[src/rtl/mxu_sequencer.sv]
// rtl/mxu_sequencer.sv - command-driven sequencer for one GxG matrix multiply on the systolic MXU
module mxu_sequencer #(
    parameter int NUM_SIZE  = 16,
    parameter int GRID_SIZE = 2,
    parameter int ADDR_W    = 5,
    parameter int MXU_LAT   = 1
) (
    input  logic                              clk,
    input  logic                              rst_n,
    input  logic                              cmd_valid,
    output logic                              cmd_ready,
    input  logic [ADDR_W-1:0]                 cmd_a_addr,
    input  logic [ADDR_W-1:0]                 cmd_b_addr,
    input  logic [ADDR_W-1:0]                 cmd_c_addr,
    output logic                              rd_en,
    output logic [ADDR_W-1:0]                 rd_addr,
    input  logic [NUM_SIZE-1:0]               rd_data,
    output logic                              wr_en,
    output logic [ADDR_W-1:0]                 wr_addr,
    output logic [NUM_SIZE-1:0]               wr_data,
    output logic                              mxu_ce,
    output logic                              mxu_clr,
    output logic [NUM_SIZE*GRID_SIZE-1:0]     west_input,
    output logic [NUM_SIZE*GRID_SIZE-1:0]     north_input,
    input  logic [NUM_SIZE*GRID_SIZE*GRID_SIZE-1:0] result_out,
    output logic                              busy,
    output logic                              done
);

    localparam int G  = GRID_SIZE;
    localparam int GG = G * G;
    localparam int NT = 2 * GG;

    localparam logic [7:0] LOAD_LAST  = 8'(NT);
    localparam logic [7:0] FEED_LAST  = 8'(3 * G - 3 + MXU_LAT);
    localparam logic [7:0] WRITE_LAST = 8'(GG - 1);
    localparam logic [7:0] GG8        = 8'(GG);

    typedef enum logic [2:0] {
        S_IDLE,
        S_LOAD,
        S_FEED,
        S_WRITE,
        S_DONE
    } state_t;

    state_t                     state;
    state_t                     state_nxt;
    logic [7:0]                 cnt;
    logic [ADDR_W-1:0]          a_addr;
    logic [ADDR_W-1:0]          b_addr;
    logic [ADDR_W-1:0]          c_addr;
    logic [NUM_SIZE-1:0]        tile     [NT];
    logic [NUM_SIZE-1:0]        tile_nxt [NT];
    logic                       capture;
    logic [7:0]                 feed_t;
    logic [NUM_SIZE*G-1:0]      west_nxt;
    logic [NUM_SIZE*G-1:0]      north_nxt;

    always_comb begin
        state_nxt = state;
        case (state)
            S_IDLE:  if (cmd_valid)          state_nxt = S_LOAD;
            S_LOAD:  if (cnt == LOAD_LAST)   state_nxt = S_FEED;
            S_FEED:  if (cnt == FEED_LAST)   state_nxt = S_WRITE;
            S_WRITE: if (cnt == WRITE_LAST)  state_nxt = S_DONE;
            S_DONE:                          state_nxt = S_IDLE;
            default:                         state_nxt = S_IDLE;
        endcase
    end

    always_comb begin
        cmd_ready = (state == S_IDLE);
        busy      = (state != S_IDLE);
        done      = (state == S_DONE);
        mxu_ce    = (state == S_FEED);
        mxu_clr   = (state == S_LOAD) && (cnt == 8'd0);
        rd_en     = (state == S_LOAD) && (cnt < LOAD_LAST);
        rd_addr   = '0;
        if (rd_en) begin
            if (cnt < GG8) rd_addr = a_addr + ADDR_W'(cnt);
            else           rd_addr = b_addr + ADDR_W'(cnt - GG8);
        end
        wr_en   = (state == S_WRITE);
        wr_addr = wr_en ? (c_addr + ADDR_W'(cnt)) : '0;
        wr_data = '0;
        if (wr_en) begin
            for (int k = 0; k < GG; k++) begin
                if (cnt == 8'(k)) wr_data = result_out[k*NUM_SIZE +: NUM_SIZE];
            end
        end
    end

    // Read data lands one cycle after its strobe; a shift chain leaves A in 0..GG-1 and B above it.
    always_comb begin
        capture = (state == S_LOAD) && (cnt != 8'd0);
        for (int i = 0; i < NT; i++) tile_nxt[i] = tile[i];
        if (capture) begin
            for (int i = 0; i < NT - 1; i++) tile_nxt[i] = tile[i+1];
            tile_nxt[NT-1] = rd_data;
        end
    end

    // Operands are registered one cycle ahead, so they use the post-capture tile view.
    always_comb begin
        feed_t    = (state == S_FEED) ? (cnt + 8'd1) : 8'd0;
        west_nxt  = '0;
        north_nxt = '0;
        for (int i = 0; i < G; i++) begin
            for (int k = 0; k < G; k++) begin
                if (feed_t == 8'(i + k)) west_nxt[i*NUM_SIZE +: NUM_SIZE] = tile_nxt[i*G + k];
            end
        end
        for (int j = 0; j < G; j++) begin
            for (int r = 0; r < G; r++) begin
                if (feed_t == 8'(r + j)) north_nxt[j*NUM_SIZE +: NUM_SIZE] = tile_nxt[GG + r*G + j];
            end
        end
    end

    always_ff @(posedge clk or negedge rst_n) begin
        if (!rst_n) begin
            state       <= S_IDLE;
            cnt         <= 8'd0;
            a_addr      <= '0;
            b_addr      <= '0;
            c_addr      <= '0;
            west_input  <= '0;
            north_input <= '0;
            for (int i = 0; i < NT; i++) tile[i] <= '0;
        end else begin
            state <= state_nxt;
            if ((state_nxt != state) || (state == S_IDLE)) cnt <= 8'd0;
            else                                           cnt <= cnt + 8'd1;
            if ((state == S_IDLE) && cmd_valid) begin
                a_addr <= cmd_a_addr;
                b_addr <= cmd_b_addr;
                c_addr <= cmd_c_addr;
            end
            for (int i = 0; i < NT; i++) tile[i] <= tile_nxt[i];
            west_input  <= (state_nxt == S_FEED) ? west_nxt  : '0;
            north_input <= (state_nxt == S_FEED) ? north_nxt : '0;
        end
    end

endmodule

[config.mk]
export PLATFORM = sky130hd
export DESIGN_NAME = mxu_sequencer
export DESIGN_NICKNAME = d
export VERILOG_FILES = /design/src/rtl/mxu_sequencer.sv
export SDC_FILE = /design/constraint.sdc
export NUM_CORES = 1
export LEC_CHECK = 0
export CORE_ASPECT_RATIO = 1.25
export CORE_MARGIN = 4
export CORE_UTILIZATION = 50
export CTS_BUF_LIST = sky130_fd_sc_hd__clkbuf_4
export DETAILED_ROUTE_END_ITERATION = 7
export PLACE_DENSITY = 0.87
export SYNTH_ARGS = -nofsm -noshare
export SYNTH_HDL_FRONTEND = slang
export SYNTH_SLANG_ARGS = --single-unit
[constraint.sdc]
create_clock -name clk -period 4.3 [get_ports clk]
set_input_delay 0.86 -clock clk [delete_from_list [all_inputs] [get_ports clk]]
set_output_delay 0.86 -clock clk [all_outputs]
set_load 0.05 [all_outputs]
==> results.toml, run 1 <==
[outcome]
status = "finished clean"

[setup_path]
ff2ff_path_depth = 6
reg2reg_from = "cnt[1]"
cp_cell_sequence = "nor4_4 > nand3_1 > nor2_1 > clkdlybuf4s50_1"
reg2reg_to = "west_input[6]"
critPathMaxStageDelay_ps = 830
cp_max_fo = 10
endpoint_kind = "primary output"
cp-start-kind = "register"
worst_ep_required_time_ps = 3440
setup.worst_path.end = "rd_addr[0]"
slowest_stage = "clkdlybuf4s50_1"
startpoint = "cnt[5]"
cp.arrival_ps = 3130
reg2reg_slack_ps = 1050
crit_type = "register to primary output"

[clocking]
numCtsBuffers = 51
cts_tree = "built"
clk_pin_slew_worst_paths_ps = 70
clock_latency_ps = 660
cts_buffer_depth = 3
ctsHtreeMaxLevel = 2
clock-sinks = 218
cts_setup_buffers = 0
cts_root_buf = "clkbuf_4"

[sta]
hold_viol_final = 0
max_freq_mhz = 251
fin_skew_ps = 34.9
tns_ps = 0
slew_violations = 0
fin_crit_sh = 0.927
worst_slew_pin_slew_ps = 1220
period_needed_ps = 3990
setup_viol = 0
setup_slack_ps = 314
max_slew_margin = 0.178
rsz0062_at_grt = "no"

[synth]
syn_area_per_cell_um2 = 11.9
yosysTopAreaCell = "dfrtp_1"
synth-main-ff-cell = "dfrtp_1"
synth-edff-count = 0
syn_nets = 959
synthMostInstantiatedCell = "dfrtp_1"
yosysUniqueCellTypes = 44
synth_area_leaders = "dfrtp_1 (55%), mux2_2 (12%), nand3_1 (3.6%)"
synthArstFlopShare = 1.00
synth_top_area_share = 0.546
ys_ff_latch = 218
synth_cells = 839
synth_commonest_cells = "dfrtp_1 (218), mux2_2 (110), nand3_1 (71), clkbuf_1 (44), inv_1 (44)"
synth_area_um2 = 9990
yosysWarningCount = 0
seq_area_frac_synth = 0.546

[route]
wl_mm = 25.6
vias_per_cell = 5.70
antenna_left = 0
dr.pass1.iters = 5
drc = 0
drtIter0Drc = 453
wire_per_inst_um = 19.0
vias = 7655

[power]
seq_power_share = 0.330
vdd_drop_max_v = 0.000879
p_clk_frac = 0.158
switching_share = 0.423
p_sw_w = 0.00425
p_comb_frac = 0.512
leakagePower_nw = 5.56
power.density_nw_per_um2 = 789
power_w = 0.0100
internal-power_w = 0.00580

[global_routing]
grt_pass1_wl_mm = 41.2
first_global_vias = 8077
grt_max_degree = 114
antenna_found_initial = 1
overflow = 0
grt.total_usage = 0.230

[floorplan]
initial_core_util = 0.511
die_area_um2 = 22300
core_area_um2 = 19500
ioPinCount = 195
fp.dieW_um = 134
rows = 57
die_h_um = 166

[placement]
hpwl_mm = 17.5
port_buffers = 194
dp_slack_ps = 769
gp_congestion = 0.959

[job]
max_cap_viol_count = 0

[hold_path]
hold_path.class = "input port to async pin"

[final_layout]
drive_above_1_share = 0.227
final_util = 0.652
fin_nets = 1158
syn_to_final_growth_pct = 27.5
## repair_timing
action,CTS,global route
gates resized for setup,0,1
hold buffers,0,0
endpoints found under the setup margin,0,16
## power groups by stage
stage	logic, W	registers (W)	clock network, W
after floorplan	0.00386	0.00321	0
after global placement	0.00497	0.00330	0
after detailed placement	0.00510	0.00334	0
after CTS	0.00513	0.00331	0.00164
after global routing	0.00554	0.00339	0.00177
final	0.00514	0.00332	0.00159
## cell usage in the layout (no fill, tap or decap), types with 2 or more instances in the layout
cell type / Yosys / final
xor2_1: 7 / 7
mux2_2: 110 / 110
buf_4: 0 / 39
inv_1: 44 / 44
o21ai_0: 38 / 38
and3_1: 6 / 5
a221oi_1: 17 / 17
clkdlybuf4s50_1: 0 / 172
ha_1: 19 / 19
xnor2_1: 11 / 11
a21oi_1: 8 / 8
mux2i_1: 34 / 34
nand3_1: 71 / 71
clkinvlp_4: 0 / 2
nand2b_1: 31 / 31
o32ai_2: 5 / 5
nand3b_1: 3 / 3
nor3b_1: 3 / 2
and4_1: 2 / 2
clkinv_2: 0 / 3
and2_1: 5 / 5
dfrtp_1: 218 / 218
a21o_1: 8 / 8
nand2_1: 27 / 27
nor2_1: 19 / 19
clkinv_1: 2 / 15
nand4_1: 3 / 3
a211oi_1: 35 / 35
o32ai_1: 26 / 26
a31oi_4: 1 / 2
nor3_1: 2 / 2
clkbuf_4: 0 / 74
fa_1: 3 / 3
## sequential cells by signal, summed over array words and instances (netlist names)
name         cells
tile           128
north_input     32
west_input      32
cnt              8
a_addr           5
b_addr           5
c_addr           5
state            3
## final cells by class
type                            instances  area, µm²
Antenna cell                            1       2.50
Clock buffer                           74        556
Clock inverter                         19       82.6
Fill cell                            1526       6800
Inverter                               46        173
Multi-Input combinational cell        508       4090
Sequential cell                       218       5460
Tap cell                              265        332
Timing Repair Buffer                  213       2050
## critical path, delay by kind of cell (launching register included)
kind                   cells  cell delay (ps)
DFF                        1              450
and+or+nand+nor            3             1200
buffers and inverters      1              830
## layer usage
layer / vias up / global-route usage / share of wire
li1: 3442 / - / -
met1: 3800 / 0.265 / 0.37
met2: 347 / 0.401 / 0.52
met3: 66 / 0.0533 / 0.067
met4: 0 / 0.112 / 0.041
met5: - / 0 / 0
## metrics by stage
step,hold slack [ps],std cells,cell area (µm²)
global route,251,1344,12700
finish,261,1344,12700
CTS,254,1343,12700
floorplan,465,839,9990
global placement,479,1250,12100
detailed placement,485,1250,12100
## worst min-delay path by stage
| stage | from | end | slack, ps | cells past startpoint |
|---|---|---|---|---|
| final | rst_n | north_input[25] | 260 | 1 |
| after global routing | rst_n | north_input[25] | 250 | 1 |
| after CTS | rst_n | north_input[25] | 250 | 1 |
| after detailed placement | tile[126] | tile[126] | 490 | 1 |
| after global placement | tile[109] | tile[109] | 480 | 2 |
| after floorplan | tile[100] | tile[100] | 470 | 2 |
## logic make-up after synthesis
logic type / after synthesis / share of synthesized area
AOI/OAI and AO/OA: 143 / 0.107
xor gates and xnor gates: 18 / 0.0158
adders and majority gates: 22 / 0.0298
buffers and inverters: 113 / 0.0472
DFF: 218 / 0.546
muxes: 144 / 0.158
and+or+nand+nor: 181 / 0.0964
No activity file was read; power rests on OpenSTA's default activity.
==> run 2, diff against run 1 <==
--- a/config.mk
+++ b/config.mk
@@ -11,6 +11,7 @@
 export CTS_BUF_LIST = sky130_fd_sc_hd__clkbuf_4
 export DETAILED_ROUTE_END_ITERATION = 7
 export PLACE_DENSITY = 0.87
+export SLEW_MARGIN = 10
 export SYNTH_ARGS = -nofsm -noshare
 export SYNTH_HDL_FRONTEND = slang
 export SYNTH_SLANG_ARGS = --single-unit
==> results of run 2 <==
The final DEF is identical to that of run 1; final timing and power are the same.
==> run 3, diff against run 2 <==
--- a/config.mk
+++ b/config.mk
@@ -10,6 +10,7 @@
 export CORE_UTILIZATION = 50
 export CTS_BUF_LIST = sky130_fd_sc_hd__clkbuf_4
 export DETAILED_ROUTE_END_ITERATION = 7
+export MAX_ROUTING_LAYER = met4
 export PLACE_DENSITY = 0.87
 export SLEW_MARGIN = 10
 export SYNTH_ARGS = -nofsm -noshare
==> run 3 against run 2 <==
Against the previous run:
- final cell count unchanged
- clock-buffer cell count unchanged
- global-route usage up 0.66 points
- utilization unchanged
- routed wire length down 0.27%
- design area unchanged
- non-clock buffer count unchanged
- critical path type unchanged
- highest routed layer unchanged
==> results.toml, run 3 (synthesized netlist as in run 1, its figures left out) <==
[sta]
fin_crit_sh = 0.929
setup_viol = 0
fin_skew_ps = 30.8
worst_slew_pin_slew_ps = 1240
slew_violations = 0
max_freq_mhz = 250
max_slew_margin = 0.167
hold_viol_final = 0
tns_ps = 0
rsz0062_at_grt = "no"
period_needed_ps = 3990

[setup_path]
crit_type = "register to primary output"
reg2reg_from = "cnt[1]"
cp_max_fo = 16
cp-start-kind = "register"
reg2reg_to = "west_input[3]"
reg2reg_slack_ps = 1030
worst_ep_required_time_ps = 3440
cp.arrival_ps = 3130
endpoint_kind = "primary output"
ff2ff_path_depth = 6

[route]
met3_length_mm = 1.56
drtIter0Drc = 466
routed.top_layer = "met4"
wl_met1_mm = 9.65
vias = 7588
met2_length_mm = 13.3
drc = 0
wire_per_inst_um = 19.0
dr.pass1.iters = 5
wl_mm = 25.5
vias_per_cell = 5.65
antenna_left = 0

[outcome]
status = "finished clean"

[placement]
port_buffers = 194
hpwl_mm = 17.5
dp.cells = 1250
gp_congestion = 0.978

[hold_path]
hold_path.class = "input port to async pin"

[floorplan]
ioPinCount = 195
fp.dieW_um = 134
initial_core_util = 0.511
die_h_um = 166
rows = 57
die_area_um2 = 22300
core_area_um2 = 19500

[global_routing]
grt_max_degree = 114
first_global_vias = 8073
grt.total_usage = 0.237
antenna_found_initial = 1
grt_pass1_wl_mm = 41.2
overflow = 0

[final_layout]
final_util = 0.652
top_register = "tile"
final-instance-count-excl-fill = 1344
largest_register_ffs = 128
final_cell_mix = "dfrtp_1 (218), clkdlybuf4s50_1 (172), mux2_2 (110)"
reg.largest.list = "tile x128, north_input x32, west_input x32"
drive_above_1_share = 0.227
fin_nets = 1158
mostFrequentLayoutCell = "dfrtp_1"
syn_to_final_growth_pct = 27.5

[clocking]
cts_root_buf = "clkbuf_4"
cts_tree = "built"
cts_setup_buffers = 0
cts_buffer_depth = 3
ctsHtreeMaxLevel = 2
clk_pin_slew_worst_paths_ps = 70
clock-sinks = 218
numCtsBuffers = 51
clock_latency_ps = 660

[power]
power.density_nw_per_um2 = 788
leakagePower_nw = 5.56
vdd_drop_max_v = 0.000879

[job]
max_cap_viol_count = 0
run 3: worst max-delay path, cell delays in order (launching register included):
cell and delay (ps):
dfrtp_1 450, nor4_4 640, and2_0 390, nand2_1 380, o21ai_0 310, o21ai_0 110
buf_4 200
run 3: layer usage:
layer / track usage / vias to the layer above
met5: - / -
met4: 0.110 / 0
met3: 0.0485 / 63
li1: - / 3441
met1: 0.267 / 3755
met2: 0.402 / 329
run 3: through the flow:
stage	setup WS, ps	hold slack, ps	total power (W)	instance area, µm²
global route	49.6	251	0.0107	12700
finish	307	245	0.0100	12700
CTS	27.7	254	0.0101	12700
global placement	903	479	0.00827	12100
detailed placement	769	485	0.00844	12100
floorplan	36.0	465	0.00707	9990
run 3: layout make-up:
| type | count | area (µm²) |
|---|---|---|
| repair buffers | 213 | 2050 |
| clock buffers | 74 | 556 |
| multi-input cells | 508 | 4090 |
| well taps | 265 | 332 |
| diodes | 1 | 2.50 |
| fillers | 1526 | 6800 |
| clock inverters | 19 | 82.6 |
| flip-flops and latches | 218 | 5460 |
| inverters | 46 | 173 |
run 3: worst max-delay path by stage:
stage / start / end / slack (ps) / depth (start not counted)
floorplan: cnt[0] / wr_data[10] / 40 / 8
CTS: cnt[4] / wr_data[3] / 30 / 6
finish: cnt[5] / wr_data[13] / 310 / 6
global route: cnt[5] / wr_data[5] / 50 / 6
global placement: cnt[4] / wr_data[15] / 900 / 6
detailed placement: cnt[4] / wr_data[3] / 770 / 6
run 3: repair_timing:
item	4_1_cts	5_1_grt
gates resized for setup	0	1
setup endpoints to repair	0	16
hold buffers	0	0
run 3: power breakdown:
| part | switching (W) | internal, W | total, W |
|---|---|---|---|
| combinational | 0.00297 | 0.00217 | 0.00513 |
| sequential | 0.000482 | 0.00284 | 0.00332 |
| clock | 0.000797 | 0.000796 | 0.00159 |
| total | 0.00425 | 0.00580 | 0.0100 |
==> patch: new RTL, settings of run 2 <==
Make the reset (`rst_n`) synchronous in one clocked block.
--- a/src/rtl/mxu_sequencer.sv
+++ b/src/rtl/mxu_sequencer.sv
@@ -118,7 +118,7 @@
         end
     end
 
-    always_ff @(posedge clk or negedge rst_n) begin
+    always_ff @(posedge clk) begin
         if (!rst_n) begin
             state       <= S_IDLE;
             cnt         <= 8'd0;
Function: differs if rst_n is asserted again (counterexample within 4 cycles, from zero or initial values and one cycle with rst_n low); with rst_n held inactive, the same outputs for 10 cycles.
==> patch against run 2 <==
- setup slack got worse by 0.21 ns
- synthesized cell count increased by 23%
- routed wire length shrank 9.6%
- cell area is 5.6% lower
- sequential cell count stayed put
- synthesized area fell by 6.6%
- critical path type unchanged
Power is not compared: it rests on default switching activity, and its combinational part moved more than twofold at a synthesized area within 25%.
==> patch: results (changes against run 2) <==
| Metric | Value |
|---|---|
| Status | `completed` |
| GR Util All Layers | `21.9% (-1.1 points)` |
| Crit path max-delay family | `simple AND/OR/NAND/NOR gates` |
| Skew final | `0.0457 ns (+0.0107 ns)` |
| Post-Route WL | `23.1 mm (-9.6%)` |
| Netlist cell types | `54 (+23%)` |
| Vias per Instance | `5.37 (-5.8%)` |
| Dpl cells | `1389 (+11%)` |
| Synth warn | `0 (unchanged)` |
| Wire length of the first global-routing pass | `37.7 mm (-8.5%)` |
| Pre-CTS setup slack | `0.709 ns (-0.0596 ns)` |
| HPWL after DPL | `15.7 mm (-9.8%)` |
| Top flop regs | `tile x128, north_input x32, west_input x32` |
| Initial antenna violation count | `1 (unchanged)` |
| Worst-Skew Late Latency | `0.66 ns (about the same)` |
| Max VDD drop | `0.000193 V` |
| Post-Place Cell Area | `11400 um^2 (-5.8%)` |
| Wire per inst | `15.7 um (-18%)` |
| Post_cts resized | `1 (+1)` |
| IO Port Bufs | `194 (unchanged)` |
| Setup Buffers After CTS | `0 (unchanged)` |
| Post-Synthesis Cells | `1030 (+23%)` |
| Commonest cells post-synth | `dfxtp_1 (218), nand2_1 (196), nor2_1 (92), a21boi_0 (75), mux2i_1 (58)` |
| Final RePlAce weighted congestion | `0.902 (-6.0%)` |
| Sequential area share after synthesis | `46.7% (-7.8 points)` |
| Largest incremental delay on the critical path | `0.86 ns (+0.03 ns)` |
| Leak Pwr | `4.28 nW` |
| CTS H-tree lvls | `2 (unchanged)` |
| Root buffer cell | `clkbuf_4` |
| Worst-path clk slew | `~0.06 ns` |
| # fillers | `1446 (-5.2%)` |
| Critical-path top delay cell | `clkdlybuf4s50_1` |
| Synth area leaders | `dfxtp_1 (47%), nand2_1 (7.9%), mux2i_1 (6.2%)` |
| Async S/R FF share, synth | `0% (-100 points)` |
| Final #Nets | `1334 (+15%)` |
| Initial DRC count | `705 (+56%)` |
| Crit-path max FO | `8 (-2)` |
| Slew margin rel. | `21.3% (+3.5 points)` |
| CTS max path bufs | `3 (unchanged)` |
| Sw power | `just over 1 mW` |
| Drt first pass iters | `7 (+2)` |
| Hold crit path type | `register to register` |
| Ratio of cells with drive above 1 in the final layout | `10.4% (-12 points)` |
| Vias in the first global route | `7687 (-4.8%)` |
| Largest net degree at the start of global routing | `146 (+28%)` |
| Synth Net Count | `1150 (+20%)` |
| CTS Buf Count | `51 (unchanged)` |
| Seq. cell area | `4360 um^2 (-20%)` |
-- patch: layout make-up --
cell class,count,share of cell area (%)
Antenna cell,1,0.0208
Clock buffer,71,4.43
Clock inverter,14,0.708
Inverter,15,0.468
Multi-Input combinational cell,717,38.1
Sequential cell,218,36.3
Tap cell,228,2.37
Timing Repair Buffer,211,17.6
-- patch: layer usage --
metal | vias to the layer above | global-route usage, % | share of wire (%)
li1 | 3939 | - | -
met3 | 59 | 3.56 | 3.9
met2 | 231 | 35.9 | 49
met5 | - | 0 | 0
met1 | 3686 | 28.1 | 44
met4 | 0 | 9.97 | 3.3
-- patch: path summary, 6_finish.rpt --
| check | startpoint | to | slack [ns] | depth (start not counted) |
|---|---|---|---|---|
| max reg2reg | cnt[0] | west_input[3] | 1.10 | 10 |
| min | tile[0][60] | tile[0][44] | 0.46 | 2 |
| max | cnt[6] | rd_addr[3] | 0.11 | 5 |
| min reg2reg | tile[0][60] | tile[0][44] | 0.46 | 2 |
-- patch: power groups by stage --
stage | Clock (mW) | Sequential [mW] | Combinational, mW
6_report | 1.60 | 2.05 | 0.422
5_1_grt | 1.75 | 2.05 | 0.461
4_1_cts | 1.65 | 2.05 | 0.423
3_5_place_dp | 0 | 2.09 | 0.422
3_3_place_gp | 0 | 2.09 | 0.417
2_1_floorplan | 0 | 2.09 | 0.256
-- patch: logic make-up (layout without fill, tap and decap cells) --
| kind of cell | Yosys count | count (layout) | synth area share [%] |
|---|---|---|---|
| compound gates | 221 | 221 | 18.5 |
| xor+xnor | 17 | 17 | 1.59 |
| fa+ha+maj | 22 | 22 | 3.19 |
| buf+inv | 95 | 311 | 4.37 |
| flops | 218 | 218 | 46.7 |
| mux | 58 | 58 | 6.22 |
| other cells | 0 | 1 | 0 |
| simple gates | 399 | 399 | 19.4 |
